**src/rtl/regf_pkg.sv**
```systemverilog
// Shared types and default sizes for the register-file access master.
package regf_pkg;

    localparam int unsigned DEF_DATA_W = 16;
    localparam int unsigned DEF_ADDR_W = 4;
    localparam int unsigned DEF_NREGS  = 1 << DEF_ADDR_W;

    typedef enum logic [1:0] {
        INIT,
        IDLE,
        READ,
        RESP
    } regf_st_e;

endpackage

```
**src/rtl/regf_access_master_if.sv**
```systemverilog
// Request, response and register-file port bundle for regf_access_master.
interface regf_access_master_if #(
    parameter int unsigned DATA_W = 16,
    parameter int unsigned ADDR_W = 4
);
    logic              req_valid;
    logic              req_ready;
    logic [ADDR_W-1:0] req_rs1;
    logic [ADDR_W-1:0] req_rs2;
    logic              req_wen;
    logic [ADDR_W-1:0] req_rd;
    logic [DATA_W-1:0] req_wdata;

    logic              rsp_valid;
    logic              rsp_ready;
    logic [DATA_W-1:0] rsp_d1;
    logic [DATA_W-1:0] rsp_d2;

    logic [ADDR_W-1:0] rf_re1;
    logic [ADDR_W-1:0] rf_re2;
    logic [ADDR_W-1:0] rf_w;
    logic [DATA_W-1:0] rf_da;
    logic              rf_we;
    logic [DATA_W-1:0] rf_d1;
    logic [DATA_W-1:0] rf_d2;

    modport master (
        input  req_valid, req_rs1, req_rs2, req_wen, req_rd, req_wdata,
        output req_ready,
        output rsp_valid, rsp_d1, rsp_d2,
        input  rsp_ready,
        output rf_re1, rf_re2, rf_w, rf_da, rf_we,
        input  rf_d1, rf_d2
    );

    modport slave (
        output req_valid, req_rs1, req_rs2, req_wen, req_rd, req_wdata,
        input  req_ready,
        input  rsp_valid, rsp_d1, rsp_d2,
        output rsp_ready,
        input  rf_re1, rf_re2, rf_w, rf_da, rf_we,
        output rf_d1, rf_d2
    );

endinterface

```
**src/rtl/regf_clear_seq.sv**
```systemverilog
// Post-reset clear counter: walks every register address and flags the last one.
module regf_clear_seq
    import regf_pkg::*;
#(
    parameter int unsigned ADDR_W = DEF_ADDR_W
) (
    input  logic              Clk,
    input  logic              Rst,
    input  logic              en,
    output logic [ADDR_W-1:0] addr,
    output logic              done
);

    localparam int unsigned     NREGS = 1 << ADDR_W;
    localparam logic [ADDR_W:0] LAST  = (ADDR_W + 1)'(NREGS - 1);
    localparam logic [ADDR_W:0] ONE   = (ADDR_W + 1)'(1);

    logic [ADDR_W:0] clr_cnt;

    always_ff @(posedge Clk or posedge Rst) begin
        if (Rst) begin
            clr_cnt <= '0;
        end else if (en) begin
            clr_cnt <= clr_cnt + ONE;
        end
    end

    assign addr = clr_cnt[ADDR_W-1:0];
    assign done = (clr_cnt == LAST);

endmodule

```
**src/rtl/regf_access_master.sv**
```systemverilog
// Request-side controller for a 2R/1W register file: clears it after reset, then serves fetch/writeback requests.
// Optional macro REGF_R0_ZERO_EN makes register 0 read as zero and ignore writes.
module regf_access_master
    import regf_pkg::*;
#(
    parameter int unsigned DATA_W = DEF_DATA_W,
    parameter int unsigned ADDR_W = DEF_ADDR_W
) (
    input  logic                 Clk,
    input  logic                 Rst,
    regf_access_master_if.master bus
);

    regf_st_e state, state_nxt;

    logic [ADDR_W-1:0] cap_rs1, cap_rs2, cap_rd;
    logic              cap_wen;
    logic [DATA_W-1:0] cap_wdata;
    logic [DATA_W-1:0] d1_q, d2_q;

    logic              clr_en, clr_done;
    logic [ADDR_W-1:0] clr_addr;

    logic              wr_allow;
    logic [DATA_W-1:0] rd1, rd2;

    regf_clear_seq #(
        .ADDR_W(ADDR_W)
    ) u_clear (
        .Clk (Clk),
        .Rst (Rst),
        .en  (clr_en),
        .addr(clr_addr),
        .done(clr_done)
    );

`ifdef REGF_R0_ZERO_EN
    assign wr_allow = (cap_rd != '0);
    assign rd1      = (cap_rs1 == '0) ? '0 : bus.rf_d1;
    assign rd2      = (cap_rs2 == '0) ? '0 : bus.rf_d2;
`else
    assign wr_allow = 1'b1;
    assign rd1      = bus.rf_d1;
    assign rd2      = bus.rf_d2;
`endif

    always_ff @(posedge Clk or posedge Rst) begin
        if (Rst) begin
            state <= INIT;
        end else begin
            state <= state_nxt;
        end
    end

    always_ff @(posedge Clk or posedge Rst) begin
        if (Rst) begin
            cap_rs1   <= '0;
            cap_rs2   <= '0;
            cap_wen   <= 1'b0;
            cap_rd    <= '0;
            cap_wdata <= '0;
        end else if (state == IDLE && bus.req_valid) begin
            cap_rs1   <= bus.req_rs1;
            cap_rs2   <= bus.req_rs2;
            cap_wen   <= bus.req_wen;
            cap_rd    <= bus.req_rd;
            cap_wdata <= bus.req_wdata;
        end
    end

    // Operands are sampled at the same edge that commits the write, so reads see the old value.
    always_ff @(posedge Clk or posedge Rst) begin
        if (Rst) begin
            d1_q <= '0;
            d2_q <= '0;
        end else if (state == READ) begin
            d1_q <= rd1;
            d2_q <= rd2;
        end
    end

    always_comb begin
        state_nxt     = state;
        clr_en        = 1'b0;
        bus.req_ready = 1'b0;
        bus.rsp_valid = 1'b0;
        bus.rf_we     = 1'b0;
        bus.rf_w      = cap_rd;
        bus.rf_da     = cap_wdata;
        unique case (state)
            INIT: begin
                clr_en    = 1'b1;
                bus.rf_we = 1'b1;
                bus.rf_w  = clr_addr;
                bus.rf_da = '0;
                if (clr_done) begin
                    state_nxt = IDLE;
                end
            end
            IDLE: begin
                bus.req_ready = 1'b1;
                if (bus.req_valid) begin
                    state_nxt = READ;
                end
            end
            READ: begin
                bus.rf_we = cap_wen & wr_allow;
                state_nxt = RESP;
            end
            RESP: begin
                bus.rsp_valid = 1'b1;
                if (bus.rsp_ready) begin
                    state_nxt = IDLE;
                end
            end
            default: state_nxt = INIT;
        endcase
    end

    assign bus.rf_re1 = cap_rs1;
    assign bus.rf_re2 = cap_rs2;
    assign bus.rsp_d1 = d1_q;
    assign bus.rsp_d2 = d2_q;

endmodule

```
**src/flat_wrapper.sv**
```systemverilog
// flat-port wrapper written by rule: the top's interface ports become plain ports
module regf_access_master_flat import regf_pkg::*;
#(
    parameter int unsigned DATA_W = DEF_DATA_W,
    parameter int unsigned ADDR_W = DEF_ADDR_W
)
  (Clk, Rst, bus_req_valid, bus_req_rs1, bus_req_rs2, bus_req_wen, bus_req_rd, bus_req_wdata, bus_req_ready, bus_rsp_valid, bus_rsp_d1, bus_rsp_d2, bus_rsp_ready, bus_rf_re1, bus_rf_re2, bus_rf_w, bus_rf_da, bus_rf_we, bus_rf_d1, bus_rf_d2);
  regf_access_master_if #(.DATA_W(DATA_W), .ADDR_W(ADDR_W)) bus_i ();
  input  logic Clk;
  input  logic Rst;
  input wire logic [$bits(bus_i.req_valid)-1:0] bus_req_valid;
  input wire logic [$bits(bus_i.req_rs1)-1:0] bus_req_rs1;
  input wire logic [$bits(bus_i.req_rs2)-1:0] bus_req_rs2;
  input wire logic [$bits(bus_i.req_wen)-1:0] bus_req_wen;
  input wire logic [$bits(bus_i.req_rd)-1:0] bus_req_rd;
  input wire logic [$bits(bus_i.req_wdata)-1:0] bus_req_wdata;
  output wire logic [$bits(bus_i.req_ready)-1:0] bus_req_ready;
  output wire logic [$bits(bus_i.rsp_valid)-1:0] bus_rsp_valid;
  output wire logic [$bits(bus_i.rsp_d1)-1:0] bus_rsp_d1;
  output wire logic [$bits(bus_i.rsp_d2)-1:0] bus_rsp_d2;
  input wire logic [$bits(bus_i.rsp_ready)-1:0] bus_rsp_ready;
  output wire logic [$bits(bus_i.rf_re1)-1:0] bus_rf_re1;
  output wire logic [$bits(bus_i.rf_re2)-1:0] bus_rf_re2;
  output wire logic [$bits(bus_i.rf_w)-1:0] bus_rf_w;
  output wire logic [$bits(bus_i.rf_da)-1:0] bus_rf_da;
  output wire logic [$bits(bus_i.rf_we)-1:0] bus_rf_we;
  input wire logic [$bits(bus_i.rf_d1)-1:0] bus_rf_d1;
  input wire logic [$bits(bus_i.rf_d2)-1:0] bus_rf_d2;
  assign bus_i.req_valid = bus_req_valid;
  assign bus_i.req_rs1 = bus_req_rs1;
  assign bus_i.req_rs2 = bus_req_rs2;
  assign bus_i.req_wen = bus_req_wen;
  assign bus_i.req_rd = bus_req_rd;
  assign bus_i.req_wdata = bus_req_wdata;
  assign bus_req_ready = bus_i.req_ready;
  assign bus_rsp_valid = bus_i.rsp_valid;
  assign bus_rsp_d1 = bus_i.rsp_d1;
  assign bus_rsp_d2 = bus_i.rsp_d2;
  assign bus_i.rsp_ready = bus_rsp_ready;
  assign bus_rf_re1 = bus_i.rf_re1;
  assign bus_rf_re2 = bus_i.rf_re2;
  assign bus_rf_w = bus_i.rf_w;
  assign bus_rf_da = bus_i.rf_da;
  assign bus_rf_we = bus_i.rf_we;
  assign bus_i.rf_d1 = bus_rf_d1;
  assign bus_i.rf_d2 = bus_rf_d2;
  regf_access_master #(.DATA_W(DATA_W), .ADDR_W(ADDR_W)) u_core (.Clk(Clk), .Rst(Rst), .bus(bus_i));
endmodule
```
**config.mk**
```make
export PLATFORM = sky130hd
export DESIGN_NAME = regf_access_master_flat
export DESIGN_NICKNAME = d
export VERILOG_FILES = /design/src/rtl/regf_pkg.sv /design/src/rtl/regf_access_master_if.sv /design/src/rtl/regf_clear_seq.sv /design/src/rtl/regf_access_master.sv /design/src/flat_wrapper.sv
export SDC_FILE = /design/constraint.sdc
export NUM_CORES = 1
export LEC_CHECK = 0
export BUFFER_PORTS_ARGS = -buffer_cell sky130_fd_sc_hd__buf_2
export CAP_MARGIN = 10
export CORE_MARGIN = 1.5
export CORE_UTILIZATION = 40
export CTS_CLUSTER_DIAMETER = 40
export DETAILED_ROUTE_END_ITERATION = 6
export HOLD_SLACK_MARGIN = 0.05
export PLACE_DENSITY = 0.7
export SYNTH_ARGS = -nofsm -noshare
export SYNTH_HDL_FRONTEND = slang
export SYNTH_SLANG_ARGS = --single-unit
```
**constraint.sdc**
```tcl
create_clock -name Clk -period 3.1 [get_ports Clk]
set_input_delay 0.465 -clock Clk [delete_from_list [all_inputs] [get_ports Clk]]
set_output_delay 0.465 -clock Clk [all_outputs]
set_load 0.01 [all_outputs]
```
## Yosys cells after proc, flatten, opt, wreduce, memory -nomap -nowiden

Index checks and enable logic that the tools add are counted.

- Register bits after elaboration: 68
- Bits of input ports: 65
- Output and inout bits: 63
- Logic and storage cells: 30

- Add/sub/neg operators: 1
- Equal/unequal tests: 7
- Multiplexer cells: 10
- Reduce and logical (&&, ||, !) cells: 3

Operators with widths:

| kind | number |
|---|---|
| two-way mux 16 bit | 1 |
| one-hot mux 2 bit (4 select lines) | 1 |
| two-way mux 2 bit | 3 |
| adder 5 x 1 -> 5 bit, second input constant | 1 |
| == test 5 x 4 -> 1 bit, second input constant | 1 |
| == test 2 bit, second input constant | 2 |
| two-way mux 4 bit | 1 |
| != test 2 bit, second input constant | 2 |
| two-way mux 1 bit | 3 |
| AND reduction 3 bit | 1 |
| == test 2 x 1 -> 1 bit, second input constant | 1 |
| zero test 2 bit | 1 |
| != test 2 x 1 -> 1 bit, second input constant | 1 |
| one-hot mux 1 bit (2 select lines) | 1 |
| logical AND 1 bit | 1 |

## Logic depth before layout (Yosys ltp)

- Word-level depth: 3
- Gate-level depth with buffers: 6
- Mapped depth without buffers: 5

## Cells and area by module

Synthesis repeated with hierarchy kept, for this count alone.

- Cell total of the unflattened synthesis: 190
- Area, all modules: 2836.5 µm²

By module, submodules not included:

| module | times used | cells an instance | area an instance (µm²) | sequential area each (µm²) |
|---|---|---|---|---|
| regf_access_master | 1 | 169 | 2585.0 | 1576.5 |
| regf_clear_seq | 1 | 21 | 251.5 | 125.1 |

## Worst setup path after synthesis

Ideal clock, no wire load.

- Path type: register -> register
- Start point: register u_core.u_clear.clr_cnt[0]
- End point: register u_core.state[1]
- Setup time: 0.125 ns
- Arrival time: 1.497 ns
- Data required time: 2.975 ns
- Path slack: 1.478 ns
- Stages on the path, launching flop included: 6
- Path buffers: 0
- Clock period less this slack: 1.622 ns
- Cell sequence: dfrtp_1 > ha_1 > and3_1 > ha_1 > o221a_1 > mux2_4

- Longest elaborated chain between the ends: 3

RTL lines:

| element | RTL line | text |
|---|---|---|
| start: declaration | regf_clear_seq.sv:18 | `logic [ADDR_W:0] clr_cnt;` |
| start signal: assignment | regf_clear_seq.sv:24 | `clr_cnt <= clr_cnt + ONE;` |
| == test 5 x 4 -> 1 bit | regf_clear_seq.sv:29 | `assign done = (clr_cnt == LAST);` |
| != test 2 x 1 -> 1 bit (no line) | - |  |
| AND reduction 3 bit (no line) | - |  |
| end signal: assignment | regf_access_master.sv:51 | `state <= state_nxt;` |
| end: declaration | regf_access_master.sv:14 | `regf_st_e state, state_nxt;` |

Every way passes these cells.
A chain may end at the register's enable or synchronous reset.

## Worst setup path in the final report

- Start point: register u_core.state[0]
- End point: output bus_rf_w[2]

- Longest elaborated chain between the ends: 2

RTL lines:

| element | RTL line | text |
|---|---|---|
| zero test 2 bit | regf_access_master.sv:90 | `unique case (state)` |
| two-way mux 4 bit | regf_access_master.sv:90 |  |
| end: declaration | flat_wrapper.sv:24 | `output wire logic [$bits(bus_i.rf_w)-1:0] bus_rf_w;` |

Every way passes these cells.

==> flow_summary_export.csv <==
group,metric,value,unit
drt,drtIter0Drc,21,
drt,dr.pass1.iters,4,
drt,drc_errors,0,
floorplanning,start_util,0.417,
drt,routed_wl,5270,um
drt,wl_met1,2320,um
synthesis,synth_cell_types,21,
clock_network,htree_levels,3,
floorplanning,core_area,6870,sq um
sta,layout_setup_ws,660,ps
outcome,status,"finished, final reports clean",
floorplanning,ios,128,
synthesis,async_reset_ff_frac,1.00,
clock_network,cts_hold_buf,0,
synthesis,ys_top_cells_by_count,"dfrtp_1, mux2_2, nor2b_1",
global_routing,grt_pass1_vias,1911,
synthesis,ys_seq_elements,68,
critical_path,startpoint,"u_core.state[0]",
clock_network,post_cts_buffers,0,
synthesis,yosysSeqAreaShare,0.594,
sta,period_share,0.787,
drt,ant_nets,0,
critical_path,r2r-start,"u_core.state[0]",
synthesis,syn_avg_cell_area,15.2,sq um
clock_network,cts_buffer_depth,2,
synthesis,synth_top_cell_by_area,"dfrtp_1",
cells_and_area,diodes,0,
place,port_buffers,127,
synthesis,syn_nets,260,
sta,timing_hold_violations_final,0,
drt,highest_layer,"met4",
clock_network,clock_latency,330,ps
sta,holdWs,360,ps
place,place_hpwl,3840,um
floorplanning,fp.dieArea,7680,sq um
synthesis,synth-main-ff-cell,"dfrtp_1",
min_path,worst_hold_path_type,"input port to asynchronous set/reset pin",
drt,wl_met2,2440,um
power,power_density,1070,nW/um^2
clock_network,cts.reportedPaths.clkPinSlew,60,ps
synthesis,ys_top_cells_by_area,"dfrtp_1, mux2_2, mux2_4",
synthesis,ys_warn_count,0,
drt,viasPerCell,4.56,
cells_and_area,drive_above_1_share,0.664,
synthesis,synth_area,2860,sq um
clock_network,cts_buffers,9,
global_routing,antenna_found_initial,0,
cells_and_area,area_growth,32.9,%
sta,min_period,2440,ps
critical_path,critPathCaptureType,"primary output",
sta,fmax,410,MHz
clock_network,cts_tree,"done",
synthesis,syn_inst,189,
synthesis,yosys.area.top_type_share,0.594,
drt,wl_per_cell,12.5,um
run,max-cap-violations,0,
power,leakagePower,1.93,nW
cells_and_area,final_cell_area,3810,sq um
synthesis,synth_most_common_cell,"dfrtp_1",
cells_and_area,final_util,0.554,
critical_path,crit_fanout,16,
critical_path,r2r_slack,1150,ps
floorplanning,fp.dieW,87.6,um
critical_path,startpoint_type,"flop",
cells_and_area,nets,393,
power,peakVddDrop,482,uV
sta,fin_setup_tns,0,ps
floorplanning,die_h,87.6,um
sta,skew,6.66,ps
critical_path,path_class,"flop to primary output",
drt,wl_met3,387,um
global_routing,grt_usage,0.146,
cells_and_area,filler_cell_count,627,
synthesis,synth-edff-count,0,
sta,slew_headroom,0.359,
critical_path,ff2ff_path_depth,5,
clock_network,cts_root_buf,"clkbuf_8",
clock_network,cts_sinks,68,
global_routing,grt_start_max_net_pins,48,
global_routing,grt_pass1_wl,8510,um
place,finalWeightedCongestion,0.682,
sta,setup_violations,0,
clock_network,post_cts_resized,0,
global_routing,grt_overflow,0,
sta,slew_viol_final,0,
sta,worstMarginPinSlew,960,ps
critical_path,arrival,1980,ps
floorplanning,row_count,30,
place,dpl_worst_slack,984,ps
sta,rsz0062_at_grt,"false",
place,place_area,3600,sq um
drt,via_count,1929,
critical_path,cp.required,2630,ps
## through the flow
| step | power (mW) | std cells |
|---|---|---|
| 6_report | 4.08 | 423 |
| 5_1_grt | 4.41 | 423 |
| 4_1_cts | 4.16 | 423 |
| 3_5_place_dp | 3.41 | 407 |
| 3_3_place_gp | 3.37 | 407 |
| 2_1_floorplan | 2.77 | 189 |
## cell type report
| cell class | count | area, sq um | share of cell area |
|---|---|---|---|
| clock buffers | 12 | 155 | 0.0407 |
| clock inverters | 4 | 47.5 | 0.0125 |
| inverters | 6 | 22.5 | 0.00592 |
| multi-input cells | 105 | 1070 | 0.282 |
| flip-flops and latches | 68 | 1700 | 0.447 |
| well taps | 96 | 120 | 0.0315 |
| repair buffers | 132 | 686 | 0.180 |
## power breakdown
| group | switching (mW) | internal (mW) | total [mW] |
|---|---|---|---|
| registers | 0.222 | 1.35 | 1.57 |
| clock network | 0.308 | 0.413 | 0.721 |
| logic | 0.793 | 1.00 | 1.79 |
## worst paths after layout
path	end
max in group asynchronous	u_core.bus.rsp_d2[3]
setup reg to reg	u_core.state[1]
setup / recovery	bus_rf_w[2]
hold / removal	u_core.bus.rsp_d1[14]
hold reg to reg	u_core.u_clear.clr_cnt[3]
min in group Clk	u_core.bus.rsp_d1[8]
## sequential cells by signal, summed over array words and instances (netlist names)
signal                  count
u_core.state                2
u_core.bus.rf_re2           4
u_core.cap_rd               4
u_core.cap_wdata           16
u_core.bus.rf_re1           4
u_core.cap_wen              1
u_core.bus.rsp_d1          16
u_core.bus.rsp_d2          16
u_core.u_clear.clr_cnt      5
## per-layer routing
metal / GRT usage / vias up
li1: - / 913
met5: 0 / -
met4: 0.0851 / 0
met3: 0.0311 / 13
met2: 0.232 / 88
met1: 0.186 / 915
## cell usage in the layout, fill, tap and decap left out, types with 2 or more instances in the layout
cell type	synthesis	layout
ha_1	6	6
inv_2	1	2
inv_1	5	4
mux2_2	56	56
xnor2_1	2	2
mux2_4	11	11
buf_4	1	4
dfrtp_1	68	68
clkbuf_8	0	11
nor2b_1	16	16
nand2_1	4	4
buf_2	7	127
clkinv_2	0	2
o22ai_1	2	2
## cells by family (layout without fill, tap and decap cells)
family | Yosys count | count (layout) | synth area share
DFF | 68 | 68 | 0.594
muxes | 67 | 67 | 0.278
and+or+nand+nor | 24 | 24 | 0.0481
buffers and inverters | 16 | 154 | 0.0306
adders and majority gates | 6 | 6 | 0.0262
AOI/OAI and AO/OA | 5 | 5 | 0.0140
xor gates and xnor gates | 3 | 3 | 0.00918
## critical path, stage by stage (launching register included)
cell and delay [ps]:
dfrtp_1 400, inv_1 110, ha_1 580, mux2_2 410, buf_2 140
Note: power is estimated with default switching activity, not from simulation.
